### config.mk
export PLATFORM = sky130hd
export DESIGN_NAME = sp_ram_arbiter_flat
export DESIGN_NICKNAME = d
export VERILOG_FILES = /design/src/rtl/sp_ram_pkg.sv /design/src/rtl/sp_ram_arbiter_if.sv /design/src/rtl/rr_arb2.sv /design/src/rtl/sp_ram_arbiter.sv /design/src/flat_wrapper.sv
export SDC_FILE = /design/constraint.sdc
export NUM_CORES = 1
export LEC_CHECK = 0
export BUFFER_PORTS_ARGS = -buffer_cell sky130_fd_sc_hd__buf_2
export CAP_MARGIN = 20
export CORE_AREA = 2 2 112 114
export DETAILED_ROUTE_END_ITERATION = 16
export DIE_AREA = 0 0 114 116
export RECOVER_POWER = 25
export SLEW_MARGIN = 5
export SYNTH_ARGS = -nofsm -noshare
export SYNTH_HDL_FRONTEND = slang
export SYNTH_HIERARCHICAL = 1
export SYNTH_SLANG_ARGS = --single-unit
### constraint.sdc
create_clock -name clk -period 1.6 [get_ports clk]
set_input_delay 0.08 -clock clk [delete_from_list [all_inputs] [get_ports clk]]
set_output_delay 0.08 -clock clk [all_outputs]
set_load 0.02 [all_outputs]
### src/rtl/sp_ram_pkg.sv
// Shared definitions for the single-port RAM arbiter: widths, requester count, FSM encoding.
// Latency: n/a (package only).
// Backpressure: n/a.
package sp_ram_pkg;

    localparam int ADDR_W_DEF = 8;
    localparam int DATA_W_DEF = 48;
    localparam int N_REQ      = 2;

    // Legal read latencies, matching the two output-register modes of the wrapper.
    localparam int RD_LAT_LL = 1;   // LOW_LATENCY: no output register
    localparam int RD_LAT_HP = 2;   // HIGH_PERFORMANCE: regceb-gated output register

    typedef enum logic {
        ST_CLEAR = 1'b0,
        ST_RUN   = 1'b1
    } state_t;

    function automatic bit rd_latency_ok(int lat);
        return (lat == RD_LAT_LL) || (lat == RD_LAT_HP);
    endfunction

endpackage

### src/rtl/sp_ram_arbiter_if.sv
// Requester-side bus of the RAM arbiter: two packed request lanes plus grant/response.
// Latency: n/a (wires only).
// Backpressure: req_i is held by the requester until its gnt_o bit is seen.
// Ports: master = requester side, slave = arbiter side.
interface sp_ram_arbiter_if
    import sp_ram_pkg::*;
#(
    parameter int ADDR_W = ADDR_W_DEF,
    parameter int DATA_W = DATA_W_DEF
) ();

    logic [N_REQ-1:0]        req_i;
    logic [N_REQ-1:0]        we_i;
    logic [N_REQ*ADDR_W-1:0] addr_i;
    logic [N_REQ*DATA_W-1:0] wdata_i;
    logic [N_REQ-1:0]        gnt_o;
    logic [N_REQ-1:0]        rvalid_o;
    logic [DATA_W-1:0]       rdata_o;

    modport master (
        output req_i, we_i, addr_i, wdata_i,
        input  gnt_o, rvalid_o, rdata_o
    );

    modport slave (
        input  req_i, we_i, addr_i, wdata_i,
        output gnt_o, rvalid_o, rdata_o
    );

endinterface

### src/rtl/rr_arb2.sv
// Two-way round-robin arbiter; on a tie the requester that did not win last time is granted.
// Latency: purely combinational; the last-grant pointer is held by the parent.
// Backpressure: none here; a losing request stays asserted and wins the next tie.
// Ports: req (request vector), lp (last granted ID), gnt (one-hot grant, 0 when idle).
module rr_arb2
    import sp_ram_pkg::*;
(
    input  logic [N_REQ-1:0] req,
    input  logic             lp,
    output logic [N_REQ-1:0] gnt
);

    always_comb begin
        gnt = req;
        if (req == 2'b11) begin
            gnt = lp ? 2'b01 : 2'b10;
        end
    end

endmodule

### src/rtl/sp_ram_arbiter.sv
// Shares one single-port 256x48 SRAM wrapper between two requesters, with a clear sweep.
// Latency: grant and RAM access same cycle; read data RD_LATENCY cycles after the grant.
// Backpressure: requests are held until granted; no grants while the clear sweep runs.
// Ports: clk/rst, clr_start/busy, bus (requester interface), ram_* (wrapper pins).
module sp_ram_arbiter
    import sp_ram_pkg::*;
#(
    parameter int ADDR_W         = ADDR_W_DEF,
    parameter int DATA_W         = DATA_W_DEF,
    parameter int RD_LATENCY     = RD_LAT_HP,
    parameter bit CLEAR_ON_RESET = 1'b1
) (
    input  logic              clk,
    input  logic              rst,
    input  logic              clr_start,
    output logic              busy,
    sp_ram_arbiter_if.slave   bus,
    output logic [ADDR_W-1:0] ram_addra,
    output logic [ADDR_W-1:0] ram_addrb,
    output logic [DATA_W-1:0] ram_dina,
    output logic              ram_ena,
    output logic              ram_wea,
    output logic              ram_enb,
    output logic              ram_regceb,
    input  logic [DATA_W-1:0] ram_doutb
);

    if (!rd_latency_ok(RD_LATENCY)) begin : g_bad_rd_latency
        $error("sp_ram_arbiter: RD_LATENCY must be 1 or 2");
    end

    state_t                  st_q, st_d;
    logic [ADDR_W-1:0]       clr_cnt_q, clr_cnt_d;
    logic                    lp_q, lp_d;
    logic [RD_LATENCY-1:0]   tag_vld_q, tag_vld_d;
    logic [RD_LATENCY-1:0]   tag_id_q, tag_id_d;

    logic [N_REQ-1:0]        arb_gnt;
    logic [N_REQ-1:0]        gnt;
    logic                    sel_id;
    logic                    sel_we;
    logic [ADDR_W-1:0]       sel_addr;
    logic [DATA_W-1:0]       sel_wdata;
    logic                    last_vld;
    logic                    last_id;

    rr_arb2 u_arb (
        .req (bus.req_i),
        .lp  (lp_q),
        .gnt (arb_gnt)
    );

    // With a one-hot (or zero) grant, bit 1 alone identifies the winner.
    assign sel_id    = arb_gnt[1];
    assign sel_we    = bus.we_i[sel_id];
    assign sel_addr  = sel_id ? bus.addr_i[2*ADDR_W-1:ADDR_W] : bus.addr_i[ADDR_W-1:0];
    assign sel_wdata = sel_id ? bus.wdata_i[2*DATA_W-1:DATA_W] : bus.wdata_i[DATA_W-1:0];

    always_comb begin
        st_d      = st_q;
        clr_cnt_d = clr_cnt_q;
        lp_d      = lp_q;
        gnt       = '0;
        ram_ena   = 1'b0;
        ram_wea   = 1'b0;
        ram_enb   = 1'b0;
        ram_addra = sel_addr;
        ram_addrb = sel_addr;
        ram_dina  = sel_wdata;

        case (st_q)
            ST_CLEAR: begin
                ram_ena   = 1'b1;
                ram_wea   = 1'b1;
                ram_addra = clr_cnt_q;
                ram_dina  = '0;
                // Counter wraps back to 0 on the last word, ready for the next sweep.
                clr_cnt_d = clr_cnt_q + 1'b1;
                if (clr_cnt_q == '1) begin
                    st_d = ST_RUN;
                end
            end
            ST_RUN: begin
                gnt = arb_gnt;
                if (|arb_gnt) begin
                    lp_d = sel_id;
                    // ena is the wrapper's write strobe, so a read must only raise enb.
                    if (sel_we) begin
                        ram_ena = 1'b1;
                        ram_wea = 1'b1;
                    end else begin
                        ram_enb = 1'b1;
                    end
                end
                // The request seen alongside clr_start is still served this cycle.
                if (clr_start) begin
                    st_d      = ST_CLEAR;
                    clr_cnt_d = '0;
                end
            end
            default: st_d = ST_RUN;
        endcase

        if (rst) begin
            gnt     = '0;
            ram_ena = 1'b0;
            ram_wea = 1'b0;
            ram_enb = 1'b0;
        end

        tag_vld_d    = tag_vld_q;
        tag_id_d     = tag_id_q;
        tag_vld_d[0] = ram_enb;
        tag_id_d[0]  = sel_id;
        for (int i = 1; i < RD_LATENCY; i++) begin
            tag_vld_d[i] = tag_vld_q[i-1];
            tag_id_d[i]  = tag_id_q[i-1];
        end
    end

    always_ff @(posedge clk) begin
        if (rst) begin
            if (CLEAR_ON_RESET) begin
                st_q <= ST_CLEAR;
            end else begin
                st_q <= ST_RUN;
            end
            clr_cnt_q <= '0;
            lp_q      <= 1'b1;
            tag_vld_q <= '0;
            tag_id_q  <= '0;
        end else begin
            st_q      <= st_d;
            clr_cnt_q <= clr_cnt_d;
            lp_q      <= lp_d;
            tag_vld_q <= tag_vld_d;
            tag_id_q  <= tag_id_d;
        end
    end

    assign last_vld = tag_vld_q[RD_LATENCY-1];
    assign last_id  = tag_id_q[RD_LATENCY-1];

    // In HIGH_PERFORMANCE mode the output register loads one cycle after the array read.
    assign ram_regceb   = !rst && (RD_LATENCY == RD_LAT_HP) && tag_vld_q[0];
    assign busy         = rst ? CLEAR_ON_RESET : (st_q == ST_CLEAR);
    assign bus.gnt_o    = gnt;
    assign bus.rvalid_o = rst ? 2'b00 : {last_vld & last_id, last_vld & ~last_id};
    assign bus.rdata_o  = ram_doutb;

endmodule

### src/flat_wrapper.sv
// flat-port wrapper written by rule: the top's interface ports become plain ports
module sp_ram_arbiter_flat import sp_ram_pkg::*;
#(
    parameter int ADDR_W         = ADDR_W_DEF,
    parameter int DATA_W         = DATA_W_DEF,
    parameter int RD_LATENCY     = RD_LAT_HP,
    parameter bit CLEAR_ON_RESET = 1'b1
)
  (clk, rst, clr_start, busy, ram_addra, ram_addrb, ram_dina, ram_ena, ram_wea, ram_enb, ram_regceb, ram_doutb, bus_req_i, bus_we_i, bus_addr_i, bus_wdata_i, bus_gnt_o, bus_rvalid_o, bus_rdata_o);
  sp_ram_arbiter_if #(.ADDR_W(ADDR_W), .DATA_W(DATA_W)) bus_i ();
  input  logic clk;
  input  logic rst;
  input  logic clr_start;
  output logic busy;
  output logic [ADDR_W-1:0] ram_addra;
  output logic [ADDR_W-1:0] ram_addrb;
  output logic [DATA_W-1:0] ram_dina;
  output logic ram_ena;
  output logic ram_wea;
  output logic ram_enb;
  output logic ram_regceb;
  input  logic [DATA_W-1:0] ram_doutb;
  input wire logic [$bits(bus_i.req_i)-1:0] bus_req_i;
  input wire logic [$bits(bus_i.we_i)-1:0] bus_we_i;
  input wire logic [$bits(bus_i.addr_i)-1:0] bus_addr_i;
  input wire logic [$bits(bus_i.wdata_i)-1:0] bus_wdata_i;
  output wire logic [$bits(bus_i.gnt_o)-1:0] bus_gnt_o;
  output wire logic [$bits(bus_i.rvalid_o)-1:0] bus_rvalid_o;
  output wire logic [$bits(bus_i.rdata_o)-1:0] bus_rdata_o;
  assign bus_i.req_i = bus_req_i;
  assign bus_i.we_i = bus_we_i;
  assign bus_i.addr_i = bus_addr_i;
  assign bus_i.wdata_i = bus_wdata_i;
  assign bus_gnt_o = bus_i.gnt_o;
  assign bus_rvalid_o = bus_i.rvalid_o;
  assign bus_rdata_o = bus_i.rdata_o;
  sp_ram_arbiter #(.ADDR_W(ADDR_W), .DATA_W(DATA_W), .RD_LATENCY(RD_LATENCY), .CLEAR_ON_RESET(CLEAR_ON_RESET)) u_core (.clk(clk), .rst(rst), .clr_start(clr_start), .busy(busy), .bus(bus_i), .ram_addra(ram_addra), .ram_addrb(ram_addrb), .ram_dina(ram_dina), .ram_ena(ram_ena), .ram_wea(ram_wea), .ram_enb(ram_enb), .ram_regceb(ram_regceb), .ram_doutb(ram_doutb));
endmodule
==> summary.md <==
| Metric | Value |
|---|---|
| Worst setup SP type | `register` |
| Root buffer cell | `clkbuf_16` |
| Final core utilization | `27.4%` |
| DR vias | `2249` |
| Starting Density | `16.3%` |
| Vias per Instance | `4.04` |
| Routed WL | `8370 um` |
| Slew Viols, Final | `0` |
| Most frequent cells in the layout | `buf_2 (153), nor2_1 (70), mux2i_1 (41)` |
| Grt ovf | `0` |
| Largest net degree at the start of global routing | `53` |
| Crit path buffers/inverters | `3` |
| Setup CP Type | `reg2out` |
| DP HPWL | `6730 um` |
| Fmax | `584 MHz` |
| Post-Route Skew | `0.00428 ns` |
| CP top delay family | `buffers and inverters` |
| Final Wtd Congestion | `0.804` |
| Critical path's largest stage delay | `0.33 ns` |
| Top-area cell type share of the netlist area | `25.2%` |
| CTS sink cnt | `14` |
| RSZ-0062 raised after global routing | `true` |
| Top cell by count, worst path | `buf_6` |
| Slowest-stage cell, CP | `dfxtp_2` |
| Rel. slew slack | `72.9%` |
| Worst skew pair latency | `0.24 ns` |
| WHS | `0.160 ns` |
| Fraction of layout cells with a size suffix above 1 | `60.0%` |
| Distinct cells, synth | `34` |
| Leakage power | `1.68 nW` |
| Inserted Diodes | `0` |
| Die X-Extent | `114 um` |
| Status | `complete, but fails checks` |
| Post-Syn Area per Cell | `7.34 um^2` |
| Worst-Margin Slew | `0.405 ns` |
| Register bit total from synthesis | `14` |
| CP endpoint kind | `primary output` |
| Num rows | `40` |
| Vias in the first global route | `1992` |
| Chip height | `116 um` |
| Final worst-path cycle share | `107%` |
| Most common cell after layout, fill and taps aside | `buf_2` |
| GRT Overall Usage | `11.4%` |
| Final hold vios | `0` |
| Clock buffer count from CTS | `3` |
| Area growth syn-to-layout | `67.8%` |
| Largest cells by area after synthesis | `mux2i_1 (25%), buf_4 (21%), nor2_1 (15%), dfxtp_1 (14%), mux2_2 (5.2%)` |
| Die area | `0.0132 mm^2` |
| TritonCTS clock tree | `done` |
| Final setup margin | `-0.112 ns` |
| TritonRoute pass-1 iters | `4` |
| Yosys Warn Count | `6` |
| CP arrival | `1.63 ns` |
| WP data required | `1.52 ns` |
| Core area | `0.0119 mm^2` |
| Port bufs | `191` |
| Min-delay worst type | `in2out` |
| Remaining DRCs | `0` |
| Synth Cell Area | `0.00195 mm^2` |
| CTS max path bufs | `2` |
| DR iter-0 viols | `130` |
| Power per Cell Area | `421 mW/mm^2` |
| IO Count | `288` |
| First-pass GRT wire length | `11600 um` |
| Syn_nets | `433` |
| Failing checks | `negative setup slack` |
| Worst-path clk slew | `0.05 ns` |
| Crit path max fanout | `3` |
| Max-capacitance violation count | `0` |
| Nets@finish | `580` |
| Post-route minimum period | `1.71 ns` |
| Wire per inst | `15.0 um` |
| Sequential element share of the synthesized area | `14.4%` |
| Antenna-violating nets left | `0` |
| Initial antenna violation count | `0` |
| Worst-case vdd ir drop | `0.279 mV` |
| Syn Inst Count | `265` |
| Overall Power | `0.00137 W` |
| Crit path cell chain | `a21boi_4, buf_6, buf_6, mux2_4, nor2_2, nor2_1, buf_4` |
| Post-synth top area cell | `mux2i_1` |
| H-tree levels | `1` |
| Setup-failing EPs final | `59` |
| Fill cell count | `1332` |
## cell usage after synthesis (all sizes together)
master,n
a2bb2oi,1
nand3,2
or4,1
nand2b,2
nor3b,1
and2,1
ha,1
a221o,1
dfxtp,14
nand4,2
o211ai,2
a31oi,2
nor2,76
buf,62
and3b,2
inv,4
mux2,9
a21boi,2
clkbuf,4
xnor2,1
o41ai,1
mux2i,49
and4,1
a21oi,4
nand4b,2
o22ai,1
nor2b,6
o21ai,1
nand2,8
or2,2
## state kept, by name (all words and copies together) (netlist names)
name and cells:
u_core/st_q 1, u_core/tag_id_q 2, u_core/lp_q 1, u_core/tag_vld_q 2, u_core/clr_cnt_q 8
## layout make-up
| class | count | area [um^2] | share of cell area (%) |
|---|---|---|---|
| multi-input combinational | 181 | 1350 | 41.4 |
| timing repair buffer | 208 | 1350 | 41.3 |
| sequential | 14 | 282 | 8.62 |
| tap | 147 | 184 | 5.63 |
| clock buffer | 3 | 75.1 | 2.30 |
| inverter | 4 | 22.5 | 0.690 |
## stage by stage
stage               setup WS, ns  cells  TNS, ns  cell area, um^2
finish                    -0.112    557    -3.38             3270
global route              -0.208    557    -8.85             3270
CTS                      -0.0997    556    -2.13             3110
detailed placement        0.0255    546        0             2750
global placement          0.0494    546        0             2750
floorplan                0.00754    265        0             1960
## cells by family after synthesis
family / count (synthesis) / share of synthesized area, %
simple gates: 106 / 24.3
buf+inv: 70 / 24.6
mux: 58 / 30.4
compound gates: 15 / 5.21
flops: 14 / 14.4
xor+xnor: 1 / 0.450
fa+ha+maj: 1 / 0.643
## path summary, 6_finish.rpt
check / startpoint / endpoint / slack (ns) / depth (start not counted)
max: u_core/lp_q / ram_addra[2] / -0.11 / 7
min: ram_doutb[15] / bus_rdata_o[15] / 0.16 / 0
max reg2reg: u_core/lp_q / u_core/tag_vld_q[0] / 0.16 / 7
min reg2reg: u_core/tag_id_q[0] / u_core/tag_id_q[1] / 0.44 / 1
## per-layer routing
metal | up-vias | global-route usage [%] | share of wire, %
li1 | 1128 | - | -
met1 | 970 | 14.7 | 40
met2 | 141 | 19.4 | 51
met3 | 10 | 2.56 | 8.8
met4 | 0 | 2.44 | 1.0
met5 | - | 0 | 0
## worst reg2reg max path: cells and delay by family, from the launching register on
family / cells / cell delay (ns)
simple gates: 2 / 0.27
buf+inv: 3 / 0.44
compound gates: 2 / 0.29
flops: 1 / 0.33
## repair_timing
action	CTS	global route
cloned	3	1
pin swaps	12	20
gates resized for setup	53	42
endpoints found under the setup margin	61	63
hold buffers	0	0
buffers inserted	4	1
endpoints found under the hold margin	0	0
## power by group
group | switching [W] | leakage, nW | internal (W)
Sequential | 0.00000867 | 0.113 | 0.000358
Combinational | 0.000227 | 1.53 | 0.000311
Clock | 0.000143 | 0.0370 | 0.000327
Total | 0.000378 | 1.68 | 0.000995
(Power assumes the default switching activity.)
